## config.mk

```make
export PLATFORM = sky130hd
export DESIGN_NAME = wb_ctrl_pipe
export DESIGN_NICKNAME = d
export VERILOG_FILES = /design/src/rtl/wb_pipe_pkg.sv /design/src/rtl/wb_pipe_stage.sv /design/src/rtl/wb_ctrl_pipe.sv
export SDC_FILE = /design/constraint.sdc
export NUM_CORES = 1
export LEC_CHECK = 0
export ABC_CLOCK_PERIOD_IN_PS = 3740
export BUFFER_PORTS_ARGS = -buffer_cell sky130_fd_sc_hd__buf_2
export CELL_PAD_IN_SITES_DETAIL_PLACEMENT = 1
export CELL_PAD_IN_SITES_GLOBAL_PLACEMENT = 1
export CORE_MARGIN = 4
export CORE_UTILIZATION = 41
export CTS_CLUSTER_DIAMETER = 40
export DETAILED_ROUTE_END_ITERATION = 7
export PLACE_DENSITY = 0.88
export SLEW_MARGIN = 25
export SYNTH_ARGS = -nofsm -noshare
export SYNTH_HDL_FRONTEND = slang
export SYNTH_SLANG_ARGS = --single-unit
```

## constraint.sdc

```tcl
create_clock -name clk -period 3.74 [get_ports clk]
set_clock_uncertainty 0.1 [all_clocks]
set_input_delay 0.374 -clock clk [delete_from_list [all_inputs] [get_ports clk]]
set_output_delay 0.374 -clock clk [all_outputs]
set_load 0.03 [all_outputs]
```

## src/rtl/wb_pipe_pkg.sv

```systemverilog
// Shared types and defaults for the write-back control pipeline.
`timescale 1ns/1ps
package wb_pipe_pkg;

  localparam int WB_W_DEF = 2;
  localparam int RD_W_DEF = 5;

  // Write-back mux select encodings.
  typedef enum logic [1:0] {
    WB_ALU = 2'd0,
    WB_MEM = 2'd1,
    WB_PC4 = 2'd2,
    WB_IMM = 2'd3
  } wb_sel_e;

  typedef struct packed {
    logic                valid;
    logic                wer;
    logic [WB_W_DEF-1:0] wb_sel;
    logic [RD_W_DEF-1:0] rd;
  } wb_stage_t;

endpackage

```

## src/rtl/wb_pipe_stage.sv

```systemverilog
// One register stage of the write-back control pipeline with hold and clear.
`timescale 1ns/1ps
module wb_pipe_stage
  import wb_pipe_pkg::*;
#(
  parameter int WB_W = WB_W_DEF,
  parameter int RD_W = RD_W_DEF
) (
  input  logic            clk,
  input  logic            reset,
  input  logic            hold,
  input  logic            clear,
  input  logic            d_valid,
  input  logic            d_wer,
  input  logic [WB_W-1:0] d_wb_sel,
  input  logic [RD_W-1:0] d_rd,
  output logic            q_valid,
  output logic            q_wer,
  output logic [WB_W-1:0] q_wb_sel,
  output logic [RD_W-1:0] q_rd
);

  // Invalid entries are captured as all-zero so downstream never sees stale fields.
  always_ff @(posedge clk or negedge reset) begin
    if (!reset) begin
      q_valid  <= 1'b0;
      q_wer    <= 1'b0;
      q_wb_sel <= '0;
      q_rd     <= '0;
    end else if (clear) begin
      q_valid  <= 1'b0;
      q_wer    <= 1'b0;
      q_wb_sel <= '0;
      q_rd     <= '0;
    end else if (!hold) begin
      q_valid  <= d_valid;
      q_wer    <= d_valid & d_wer;
      q_wb_sel <= d_valid ? d_wb_sel : '0;
      q_rd     <= d_valid ? d_rd : '0;
    end
  end

endmodule

```

## src/rtl/wb_ctrl_pipe.sv

```systemverilog
// Write-back control delay line with valid tracking, stall, flush and RAW hazard flags.
`timescale 1ns/1ps
module wb_ctrl_pipe
  import wb_pipe_pkg::*;
#(
  parameter int STAGES    = 3,
  parameter int WB_W      = WB_W_DEF,
  parameter int RD_W      = RD_W_DEF,
  parameter int WB_BYPASS = 1,
  localparam int OCC_W    = $clog2(STAGES + 1)
) (
  input  logic             clk,
  input  logic             reset,
  input  logic             in_valid,
  input  logic             in_wer,
  input  logic [WB_W-1:0]  in_wb_sel,
  input  logic [RD_W-1:0]  in_rd,
  input  logic             stall,
  input  logic             flush,
  input  logic [RD_W-1:0]  rs1,
  input  logic [RD_W-1:0]  rs2,
  output logic             werf_contrl,
  output logic [WB_W-1:0]  wb_contrl,
  output logic [RD_W-1:0]  wb_rd,
  output logic             out_valid,
  output logic             hazard_rs1,
  output logic             hazard_rs2,
  output logic [OCC_W-1:0] occupancy
);

  // With a write-first register file the last stage forwards itself, so it is not compared.
  localparam int HC = (WB_BYPASS != 0) ? STAGES - 1 : STAGES;

  logic            st_valid  [STAGES];
  logic            st_wer    [STAGES];
  logic [WB_W-1:0] st_wb_sel [STAGES];
  logic [RD_W-1:0] st_rd     [STAGES];

  for (genvar k = 0; k < STAGES; k++) begin : g_stage
    logic            d_valid;
    logic            d_wer;
    logic [WB_W-1:0] d_wb_sel;
    logic [RD_W-1:0] d_rd;

    if (k == 0) begin : g_head
      assign d_valid  = in_valid;
      assign d_wer    = in_wer;
      assign d_wb_sel = in_wb_sel;
      assign d_rd     = in_rd;
    end else begin : g_body
      assign d_valid  = st_valid[k-1];
      assign d_wer    = st_wer[k-1];
      assign d_wb_sel = st_wb_sel[k-1];
      assign d_rd     = st_rd[k-1];
    end

    wb_pipe_stage #(
      .WB_W (WB_W),
      .RD_W (RD_W)
    ) u_stage (
      .clk      (clk),
      .reset    (reset),
      .hold     (stall),
      .clear    (flush),
      .d_valid  (d_valid),
      .d_wer    (d_wer),
      .d_wb_sel (d_wb_sel),
      .d_rd     (d_rd),
      .q_valid  (st_valid[k]),
      .q_wer    (st_wer[k]),
      .q_wb_sel (st_wb_sel[k]),
      .q_rd     (st_rd[k])
    );
  end

  assign out_valid   = st_valid[STAGES-1];
  assign werf_contrl = out_valid & st_wer[STAGES-1];
  assign wb_contrl   = out_valid ? st_wb_sel[STAGES-1] : '0;
  assign wb_rd       = out_valid ? st_rd[STAGES-1] : '0;

  always_comb begin
    hazard_rs1 = 1'b0;
    hazard_rs2 = 1'b0;
    occupancy  = '0;
    for (int k = 0; k < STAGES; k++) begin
      occupancy = occupancy + OCC_W'(st_valid[k]);
      if (k < HC) begin
        if (st_valid[k] && st_wer[k] && (st_rd[k] == rs1) && (rs1 != '0)) hazard_rs1 = 1'b1;
        if (st_valid[k] && st_wer[k] && (st_rd[k] == rs2) && (rs2 != '0)) hazard_rs2 = 1'b1;
      end
    end
  end

endmodule

```

==> Word-level counts from Yosys, hierarchy flattened <==
Index checks and enable logic that the tools add are counted.
{ "totals": {"register_bits": 27, "in_bits": 23, "word_cells": 71, "output_inout_bits": 13} }
{ "classes": {"reduce_logical": 12, "muxes": 36, "n_bitwise": 4, "n_addsub": 2, "eq_ne": 5} }
{ "ops": {"columns": ["operator", "count"], "rows": [
  ["$mux W5", 10],
  ["$eq A5 B5 Y1", 4],
  ["$mux W2", 10],
  ["$mux W1", 16],
  ["$logic_and A1 B1 Y1", 10],
  ["$reduce_bool A5 Y1", 2],
  ["$and A1 B1 Y1", 4],
  ["$add A1 B1 Y2", 1],
  ["$add A2 B1 Y2", 1],
  ["$ne A2 B1 Y1 const B", 1]
]} }

==> Depth between registers and ports, before layout <==
Gate-level depths: netlist of run 1.
{ "depth": {"ltp_word": 5, "ltp_mapped": 5} }

==> Modules after synthesis <==
A second synthesis of run 1 with hierarchy kept.
{ "hier_totals": {"hier_cells": 121, "hier_area_um2": 1438.9} }
{ "by_module_without_submodules": {"columns": ["mod", "cells_per_inst", "instances", "seq_area_each_um2", "area_each_um2"], "rows": [
  ["wb_pipe_stage", 26, 3, 225.2, 364.1],
  ["wb_ctrl_pipe", 43, 1, 0.0, 346.6]
]} }

==> Least setup slack after synthesis of run 1 <==
No wires, ideal clock.
{ "synth_timing": {"kind": "register to output", "from": "register g_stage[2].u_stage.q_valid", "to": "output occupancy[0]", "path_slack_ps": 1957, "stages_incl_launch_ff": 2, "arrival_time_ps": 1309, "cell_sequence": "dfrtp_1 > fa_1"} }
{ "synth_via": {"elab_chain_len": 1} }
{ "synth_lines": {"columns": ["item", "line", "text"], "rows": [
  ["from (decl)", "wb_pipe_stage.sv:17", "output logic q_valid,"],
  ["from (signal assigned)", "wb_pipe_stage.sv:36", "q_valid <= d_valid;"],
  ["$add A2 B1 Y2", "wb_ctrl_pipe.sv:86", "occupancy = occupancy + OCC_W'(st_valid[k]);"],
  ["to (decl)", "wb_ctrl_pipe.sv:28", "output logic [OCC_W-1:0] occupancy"]
]} }
No other way between the ends.

==> Worst setup path in the final report of run 1 <==
{ "layout_timing": {"from": "register g_stage[1].u_stage.q_rd[0]", "to": "output hazard_rs1"} }
{ "layout_via": {"elab_chain_len": 4} }
{ "layout_lines": {"columns": ["item", "line", "text"], "rows": [
  ["from (decl)", "wb_pipe_stage.sv:20", "output logic [RD_W-1:0] q_rd"],
  ["from (signal assigned)", "wb_pipe_stage.sv:39", "q_rd <= d_valid ? d_rd : '0;"],
  ["$eq A5 B5 Y1", "wb_ctrl_pipe.sv:88", "if (st_valid[k] && st_wer[k] && (st_rd[k] == rs1) && (rs1 != '0)) hazard_rs1 = 1'b1;"],
  ["$logic_and A1 B1 Y1 (2 in series)", "wb_ctrl_pipe.sv:88", null],
  ["$mux W1", "wb_ctrl_pipe.sv:88", null],
  ["to (decl)", "wb_ctrl_pipe.sv:26", "output logic hazard_rs1,"]
]} }
No other way between the ends.

==> results of run 1 <==
power groups by stage:
stage                     combinational (mW)  clock (mW)  sequential (mW)
after floorplan                       0.0376           0            0.306
after global placement                0.0593           0            0.309
after detailed placement              0.0642           0            0.310
after CTS                             0.0652       0.136            0.304
after global routing                  0.0732       0.150            0.305
final                                 0.0643       0.133            0.304
registers in the layout, summed over array words and instances (netlist names):
| signal | count |
|---|---|
| g_stage.u_stage.q_wb_sel | 6 |
| g_stage.u_stage.q_rd | 15 |
| g_stage.u_stage.q_valid | 3 |
| g_stage.u_stage.q_wer | 3 |
path summary, 6_finish.rpt:
kind | from | end | slack [ps]
setup / recovery | g_stage[1].u_stage.q_rd[0]$_DFFE_PN0P_ | hazard_rs1 | 1450
min in group asynchronous | reset | g_stage[2].u_stage.q_wb_sel[1]$_DFFE_PN0P_ | 470
max in group asynchronous | reset | g_stage[1].u_stage.q_rd[2]$_DFFE_PN0P_ | 2670
hold reg to reg | g_stage[0].u_stage.q_wb_sel[0]$_DFFE_PN0P_ | g_stage[0].u_stage.q_wb_sel[0]$_DFFE_PN0P_ | 430
setup reg to reg | g_stage[1].u_stage.q_valid$_DFFE_PN0P_ | g_stage[2].u_stage.q_rd[2]$_DFFE_PN0P_ | 2410
hold / removal | in_rd[4] | g_stage[0].u_stage.q_rd[4]$_DFFE_PN0P_ | 190
per-stage QoR:
stage,hold WS [ps],cell area [um^2]
final,187.5,1680
after global routing,193.1,1680
after CTS,189.4,1680
after detailed placement,313.4,1640
after global placement,297.8,1640
after floorplan,-21.59,1450
worst max-delay path: stages, from the launching register on:
cell	delay [ps]
dfrtp_1	480
xor2_1	200
nor4_1	320
a22oi_1	170
a21oi_2	120
buf_2	200
layout make-up:
| cell class | instances | share of cell area, % |
|---|---|---|
| timing repair buffer | 36 | 11.02 |
| clock inverter | 1 | 0.4468 |
| clock buffer | 3 | 1.340 |
| tap | 46 | 3.425 |
| multi-input combinational | 132 | 43.56 |
| sequential | 27 | 40.21 |
cells by family (layout without fill, tap and decap cells):
group | Yosys count | in the layout | share of synthesized area (%)
adder cells (fa/ha/maj) | 1 | 1 | 1.381
AND/OR/NAND/NOR | 80 | 80 | 23.90
buffers and inverters | 9 | 40 | 2.934
AO/OA/AOI/OAI | 31 | 31 | 13.12
flip-flops | 27 | 27 | 46.59
XOR/XNOR | 20 | 20 | 12.08
per-layer routing:
metal	GRT usage (%)	wire [um]
met5	0	0
met4	5.063	12
met3	3.161	148
met2	35.48	2222
met1	22.95	1559
synth_stat cells:
cell      count  area (um^2)
a21oi_1      18        90.09
a21oi_2       2        17.52
a22oi_1      11        82.58
and2_1        8        50.05
buf_1         2        7.510
buf_2         5        25.02
clkbuf_2      2        10.01
dfrtp_1      27        675.7
fa_1          1        20.02
nand2_1      15        56.30
nor2_1       48        180.2
nor2b_1       3        18.77
nor3_1        2        10.01
nor4_1        3        18.77
nor4_2        1        12.51
xor2_1       20        175.2
timing repair:
action | 4_1_cts | 5_1_grt
hold buffers | 1 | 0
endpoints found under the setup margin | 0 | 0
hold endpoints to repair | 27 | 0
==> impl_metrics.tcl, run 1 <==
set metrics [dict create \
    drtIter0Drc 52 \
    yosysSeqAreaShare_pct 46.59 \
    vias 1294 \
    holdPathStages 3 \
    leakagePower_nw 0.8584 \
    post_cts_buffers 0 \
    share_comb_of_total_power_pct 12.8 \
    hold_viol_final 0 \
    grt_pass1_vias 1389 \
    wl_um 3943 \
    cp.required_ps 3270 \
    p_switching_uw 140.9 \
    min_period_ps 2287 \
    die_w_um 67.47 \
    fin_nets 224 \
    die_y_um 67.47 \
    drc 0 \
    max_slew_margin_pct 50.83 \
    syn_area_um2 1450 \
    initial_core_util_pct 43.12 \
    yosysUniqueCellTypes 16 \
    p_seq_share_pct 60.7 \
    worstHoldPathType "primary input to register" \
    drt-vias-per-instance 5.282 \
    ff_latch_area_um2 675.6 \
    max_freq_ghz 0.4372 \
    numClockSinks 27 \
    io_buffers 35 \
    synth-warning-count 0 \
    drtAntennaViolNets 0 \
    finalWorstSetupSlack_ps 1453 \
    syn2layout_area_growth_pct 15.88 \
    grt_overflow 0 \
    dp_cells 240 \
    final_cell_mix "nor2_1 (48), buf_2 (35), dfrtp_1 (27), xor2_1 (20), a21oi_1 (18)" \
    n_fill_cell 446 \
    status "completed" \
    finish.utilization_pct 49.96 \
    drv_slew 0 \
    critical_path.max_fanout 4 \
    crit_arrival_ps 1810 \
    core.rowCount 21 \
    cts_tree "yes" \
    numCtsBuffers 3 \
    hpwl_um 3002 \
    wl_per_cell_um 16.09 \
    grt_start_max_net_pins 46 \
    avgSynthCellArea_um2 8.632 \
    finalSetupViolCount 0 \
    synthCells 168 \
    dr.pass1.iters 4 \
    drv_cap 0 \
    drive_gt1_share_pct 21.11 \
    post_cts_resized 0 \
    fin_tns_setup_ps 0 \
    p_clk_share_pct 26.5 \
    cts.path.max_buffers 2 \
    finalNonFillerCells 245 \
    path_clk_slew_ps 150 \
    rsz0062_at_grt "no" \
    crit_type "register to output pin" \
    final_common_cell "nor2_1" \
    powerDensity_nw_per_um2 298.1 \
    p_int_uw 360.1 \
    fin_crit_sh_pct 61.16 \
    worstSetupStartpointType "register" \
    ys_ff_latch 27 \
    antenna_found_initial 0 \
    pin_count 36 \
    cts_max_level 1 \
    grt_pass1_wl_um 6520 \
    endpoint_kind "output pin" \
    netSwitchingFraction_pct 28.12 \
    power_uw 500.9 \
    cts_root_buffer "clkbuf_4" \
    clk_latency_ps 330 \
    track_usage_pct 19.27 \
    multi_input_area_um2 732.0 \
    synth_nets 192 \
    ir_worst_vdd_mv 0.1321 \
    diodes 0 \
    globalplace.congestion 0.8516 \
    die_area_um2 4552 \
    pre_cts_slack_ps 1813 \
    tightest_slew_ps 737.5 \
    rr_worst_depth 3 \
    core_area_um2 3363 \
]
(Power assumes the default switching activity.)
==> inputs of run 2 (changes only) <==
--- a/config.mk
+++ b/config.mk
@@ -5,15 +5,15 @@
 export SDC_FILE = /design/constraint.sdc
 export NUM_CORES = 1
 export LEC_CHECK = 0
-export ABC_CLOCK_PERIOD_IN_PS = 3740
+export ABC_CLOCK_PERIOD_IN_PS = 2330
 export BUFFER_PORTS_ARGS = -buffer_cell sky130_fd_sc_hd__buf_2
 export CELL_PAD_IN_SITES_DETAIL_PLACEMENT = 1
 export CELL_PAD_IN_SITES_GLOBAL_PLACEMENT = 1
 export CORE_MARGIN = 4
-export CORE_UTILIZATION = 41
+export CORE_UTILIZATION = 38
 export CTS_CLUSTER_DIAMETER = 40
 export DETAILED_ROUTE_END_ITERATION = 7
-export PLACE_DENSITY = 0.88
+export PLACE_DENSITY = 0.82
 export SLEW_MARGIN = 25
 export SYNTH_ARGS = -nofsm -noshare
 export SYNTH_HDL_FRONTEND = slang
==> constraint.sdc (replaced) <==
create_clock -name clk -period 2.33 [get_ports clk]
set_clock_uncertainty 0.1 [all_clocks]
set_input_delay 0.233 -clock clk [delete_from_list [all_inputs] [get_ports clk]]
set_output_delay 0.233 -clock clk [all_outputs]
set_load 0.03 [all_outputs]
==> impl_metrics.tcl, run 2 (synthesis results as in run 1) <==
set metrics [dict create \
    hold_viol_final 0 \
    design_area_um2 1705 \
    grt_pass1_vias 1342 \
    drc 0 \
    core_area_um2 3661 \
    tightest_slew_ps 591.6 \
    largest_reg_flops 15 \
    finish.utilization_pct 46.58 \
    cts_max_level 1 \
    p_seq_share_pct 57.1 \
    finalSetupViolCount 0 \
    cpPeakStageDelay_ps 430 \
    wl_um 3636 \
    rsz0062_at_grt "no" \
    io_buffers 35 \
    core.rowCount 22 \
    post_cts_resized 0 \
    p_int_uw 635.3 \
    cts.path.max_buffers 2 \
    regMostFlops "g_stage.u_stage.q_rd" \
    dr.pass1.iters 4 \
    die_area_um2 4869 \
    globalplace.congestion 0.8922 \
    powerDensity_nw_per_um2 500.0 \
    min_period_ps 2014 \
    finalWorstSetupSlack_ps 316.3 \
    status "completed" \
    drt-vias-per-instance 5.137 \
    grt_start_max_net_pins 34 \
    clk_latency_ps 270 \
    netSwitchingFraction_pct 25.49 \
    crit_arrival_ps 1680 \
    share_comb_of_total_power_pct 12.4 \
    dpl_cell_area_um2 1650 \
    drv_slew 0 \
    diodes 0 \
    path_clk_slew_ps 80 \
    pre_cts_slack_ps 656.1 \
    wl_per_cell_um 14.66 \
    antenna_found_initial 0 \
    p_switching_uw 217.3 \
    power_uw 852.6 \
    p_clk_share_pct 30.5 \
    cts_root_buffer "clkbuf_8" \
    leakagePower_nw 0.8721 \
    grt_overflow 0 \
    post_cts_buffers 0 \
    max_slew_margin_pct 60.56 \
    max_freq_ghz 0.4966 \
    fin_nets 225 \
    initial_core_util_pct 39.61 \
    ir_worst_vdd_mv 0.2009 \
    fin_crit_sh_pct 86.43 \
    die_y_um 69.78 \
    track_usage_pct 15.63 \
    dp_cells 243 \
    cts_tree "yes" \
    slowest_stage "dfrtp_1" \
    drv_cap 0 \
    drive_gt1_share_pct 21.00 \
    critical_path.max_fanout 4 \
    reg.largest.list "g_stage.u_stage.q_rd (15), g_stage.u_stage.q_wb_sel (6)" \
    syn2layout_area_growth_pct 17.60 \
    pin_count 36 \
    hpwl_um 2737 \
    path_cells "xor2_1 -> nor4_1 -> a22oi_1 -> a21oi_2 -> buf_2" \
    final_common_cell "nor2_1" \
    grt_pass1_wl_um 6161 \
    hold_buffers 1 \
    endpoint_kind "output pin" \
    fin_tns_setup_ps 0 \
    worstHoldPathType "primary input to register" \
    cp.required_ps 2000 \
    whs_ps 119.0 \
    final_cell_mix "nor2_1 (48), buf_2 (35), dfrtp_1 (27), xor2_1 (20), a21oi_1 (18)" \
    finalNonFillerCells 248 \
    numCtsBuffers 3 \
    numClockSinks 27 \
    drtIter0Drc 51 \
    crit_type "register to output pin" \
    vias 1274 \
    worstSetupStartpointType "register" \
    die_w_um 69.78 \
    drtAntennaViolNets 0 \
]
## run 2: worst paths after layout
path,start,to,slack [ps],cells after the start
worst max-delay path,g_stage[1].u_stage.q_rd[0]$_DFFE_PN0P_,hazard_rs1,320,5
worst min-delay path,in_wer,g_stage[0].u_stage.q_wer$_DFFE_PN0P_,120,3
worst max register to register,g_stage[1].u_stage.q_valid$_DFFE_PN0P_,g_stage[2].u_stage.q_rd[4]$_DFFE_PN0P_,1080,3
worst min register to register,g_stage[2].u_stage.q_wer$_DFFE_PN0P_,g_stage[2].u_stage.q_wer$_DFFE_PN0P_,410,2
max in group asynchronous,reset,g_stage[0].u_stage.q_rd[1]$_DFFE_PN0P_,1340,2
min in group asynchronous,reset,g_stage[2].u_stage.q_wb_sel[1]$_DFFE_PN0P_,400,2
## run 2: power groups by stage
| stage | clock network [mW] | registers [mW] | logic, mW |
|---|---|---|---|
| after floorplan | 0 | 0.492 | 0.0604 |
| after global placement | 0 | 0.496 | 0.0996 |
| after detailed placement | 0 | 0.496 | 0.106 |
| after CTS | 0.269 | 0.487 | 0.107 |
| after global routing | 0.290 | 0.488 | 0.119 |
| final | 0.260 | 0.487 | 0.105 |
## run 2: cell type report
class	instances	area, um^2
repair buffers	37	192.7
clock buffers	4	45.04
multi-input cells	132	732.0
fillers	453	1956
well taps	48	60.06
flip-flops and latches	27	675.6
## run 2: per-layer routing
layer	vias to the layer above	part of all wire [%]	track usage, %	wire length [um]
li1	620	-	-	-
met1	629	43	18.31	1558
met2	19	53	28.75	1911
met3	6	2.8	2.029	102
met4	0	1.7	5.745	63
met5	-	0	0	0
## run 2: worst max-delay path, delay by kind of cell (launching register included)
kind	cells	cell delay (ps)
and+or+nand+nor	1	330
xor gates and xnor gates	1	180
buffers and inverters	1	200
DFF	1	430
AOI/OAI and AO/OA	2	270
==> inputs of run 3 (changes only) <==
--- a/config.mk
+++ b/config.mk
@@ -5,15 +5,16 @@
 export SDC_FILE = /design/constraint.sdc
 export NUM_CORES = 1
 export LEC_CHECK = 0
+export ABC_AREA = 1
 export ABC_CLOCK_PERIOD_IN_PS = 2330
 export BUFFER_PORTS_ARGS = -buffer_cell sky130_fd_sc_hd__buf_2
 export CELL_PAD_IN_SITES_DETAIL_PLACEMENT = 1
 export CELL_PAD_IN_SITES_GLOBAL_PLACEMENT = 1
 export CORE_MARGIN = 4
-export CORE_UTILIZATION = 38
+export CORE_UTILIZATION = 37
 export CTS_CLUSTER_DIAMETER = 40
 export DETAILED_ROUTE_END_ITERATION = 7
-export PLACE_DENSITY = 0.82
+export PLACE_DENSITY = 0.83
 export SLEW_MARGIN = 25
 export SYNTH_ARGS = -nofsm -noshare
 export SYNTH_HDL_FRONTEND = slang
==> impl_metrics.tcl, run 3 <==
set metrics [dict create \
    synth-warning-count 0 \
    design_area_um2 1749 \
    io_buffers 35 \
    tightest_slew_ps 623.3 \
    drive_gt1_share_pct 18.26 \
    min_period_ps 1929 \
    synth_edf_count 0 \
    worstSetupStartpointType "register" \
    netSwitchingFraction_pct 25.61 \
    slowest_stage "fa_1" \
    clk_latency_ps 260 \
    p_clk_share_pct 30.3 \
    n_fill_cell 505 \
    path_cells "fa_1 -> buf_2" \
    grt_pass1_vias 1503 \
    syn2layout_area_growth_pct 17.88 \
    pre_cts_slack_ps 692.5 \
    path_clk_slew_ps 90 \
    finish.utilization_pct 46.38 \
    cp.required_ps 2000 \
    cts_tree "yes" \
    final_common_cell "nand2_1" \
    p_switching_uw 218.5 \
    ir_worst_vdd_mv 0.4182 \
    dpl_cell_area_um2 1694 \
    die_y_um 71.33 \
    fin_nets 266 \
    crit_arrival_ps 1600 \
    wl_per_cell_um 14.16 \
    grt_overflow 0 \
    die_w_um 71.33 \
    synth_top_area_share_pct 45.53 \
    cts_max_level 1 \
    fin_crit_sh_pct 82.80 \
    synth-async-reset-ratio_pct 100.0 \
    vias 1428 \
    hold_viol_final 0 \
    yosys-top-cells-area "dfrtp_1 (46%), nand2_1 (15%), inv_1 (11%)" \
    critical_path.max_fanout 11 \
    diodes 0 \
    drt-vias-per-instance 4.941 \
    cts_root_buffer "clkbuf_8" \
    drc 0 \
    multi_input_area_um2 610.6 \
    power_uw 853.1 \
    dp_cells 284 \
    globalplace.congestion 0.7517 \
    fin_tns_setup_ps 0 \
    whs_ps 99.14 \
    synthCells 205 \
    synth_area_leader_cell "dfrtp_1" \
    leakagePower_nw 1.026 \
    ys.flop_type "dfrtp_1" \
    finalWorstSetupSlack_ps 400.7 \
    max_freq_ghz 0.5183 \
    regMostFlops "g_stage.u_stage.q_rd" \
    track_usage_pct 17.50 \
    finalSetupViolCount 0 \
    p_int_uw 634.6 \
    syn_area_um2 1484 \
    p_seq_share_pct 56.7 \
    post_cts_buffers 0 \
    numClockSinks 27 \
    status "completed" \
    grt_start_max_net_pins 28 \
    worstHoldPathType "primary input to register" \
    avgSynthCellArea_um2 7.239 \
    synth_nets 229 \
    max_slew_margin_pct 58.45 \
    cp_top_family "adder cells" \
    ys_ff_latch 27 \
    drtAntennaViolNets 0 \
    largest_reg_flops 15 \
    final_cell_mix "nand2_1 (60), inv_1 (44), buf_2 (35), dfrtp_1 (27)" \
    drv_slew 0 \
    powerDensity_nw_per_um2 487.7 \
    initial_core_util_pct 39.35 \
    finalNonFillerCells 289 \
    drtIter0Drc 102 \
    pin_count 36 \
    endpoint_kind "output pin" \
    path_buf_inv 1 \
    hpwl_um 3196 \
    core_area_um2 3771 \
    drv_cap 0 \
    dr.pass1.iters 4 \
    grt_pass1_wl_um 7182 \
    ff_latch_area_um2 675.6 \
    yosysMostFrequentCell "nand2_1" \
    rsz0062_at_grt "no" \
    wl_um 4093 \
    synth_common_cells "nand2_1 (60), inv_1 (44), dfrtp_1 (27), nor2_1 (16), o22ai_1 (16)" \
    core.rowCount 22 \
    share_comb_of_total_power_pct 13.0 \
    yosysSeqAreaShare_pct 45.53 \
    numCtsBuffers 3 \
    reg.largest.list "g_stage.u_stage.q_rd (15), g_stage.u_stage.q_wb_sel (6)" \
    die_area_um2 5088 \
    crit_type "register to output pin" \
    antenna_found_initial 0 \
    yosysUniqueCellTypes 17 \
    r2r_setup_slack_ps 1210 \
    cpPeakStageDelay_ps 600 \
    cts.path.max_buffers 2 \
]
[run 3: worst paths after layout]
path,from,cells past startpoint,endpoint
setup / recovery,g_stage[2].u_stage.q_valid$_DFFE_PN0P_,2,occupancy[0]
hold / removal,in_wb_sel[1],3,g_stage[0].u_stage.q_wb_sel[1]$_DFFE_PN0P_
setup reg to reg,g_stage[1].u_stage.q_valid$_DFFE_PN0P_,2,g_stage[2].u_stage.q_wb_sel[0]$_DFFE_PN0P_
hold reg to reg,g_stage[2].u_stage.q_wb_sel[1]$_DFFE_PN0P_,2,g_stage[2].u_stage.q_wb_sel[1]$_DFFE_PN0P_
max in group asynchronous,reset,2,g_stage[0].u_stage.q_valid$_DFFE_PN0P_
min in group asynchronous,reset,2,g_stage[2].u_stage.q_wb_sel[1]$_DFFE_PN0P_
[run 3: area by class of cell]
type / instances / area share [%]
inverters: 46 / 9.871
clock buffers: 4 / 2.575
flip-flops and latches: 27 / 38.63
well taps: 48 / 3.433
repair buffers: 36 / 10.59
multi-input cells: 128 / 34.91
[run 3: cell families after synthesis]
| logic type | synth area share (%) |
|---|---|
| AOI/OAI and AO/OA | 10.46 |
| xor gates and xnor gates | 1.181 |
| adders and majority gates | 1.349 |
| buffers and inverters | 13.32 |
| DFF | 45.53 |
| and+or+nand+nor | 28.16 |
[run 3: timing repair]
item,CTS,global route
setup endpoints to repair,0,0
hold buffers,1,0
hold endpoints to repair,27,0
resized for setup,0,0
[run 3: worst min-delay path, delay by kind of cell]
kind	cells	cell delay, ps
buf+inv	2	130
compound gates	1	60
[run 3: layer usage]
metal / GRT usage (%) / part of all wire [%] / vias to the layer above
li1: - / - / 709
met1: 22.93 / 44 / 673
met2: 30.31 / 49 / 40
met3: 3.086 / 5.9 / 6
met4: 3.340 / 1.2 / 0
met5: 0 / 0 / -
[run 3: power groups by stage]
| stage | registers (mW) | clock network [mW] | logic [mW] |
|---|---|---|---|
| after global placement | 0.492 | 0 | 0.107 |
| final | 0.483 | 0.259 | 0.111 |
| after floorplan | 0.491 | 0 | 0.0621 |
| after CTS | 0.484 | 0.269 | 0.113 |
| after detailed placement | 0.493 | 0 | 0.111 |
| after global routing | 0.485 | 0.289 | 0.128 |
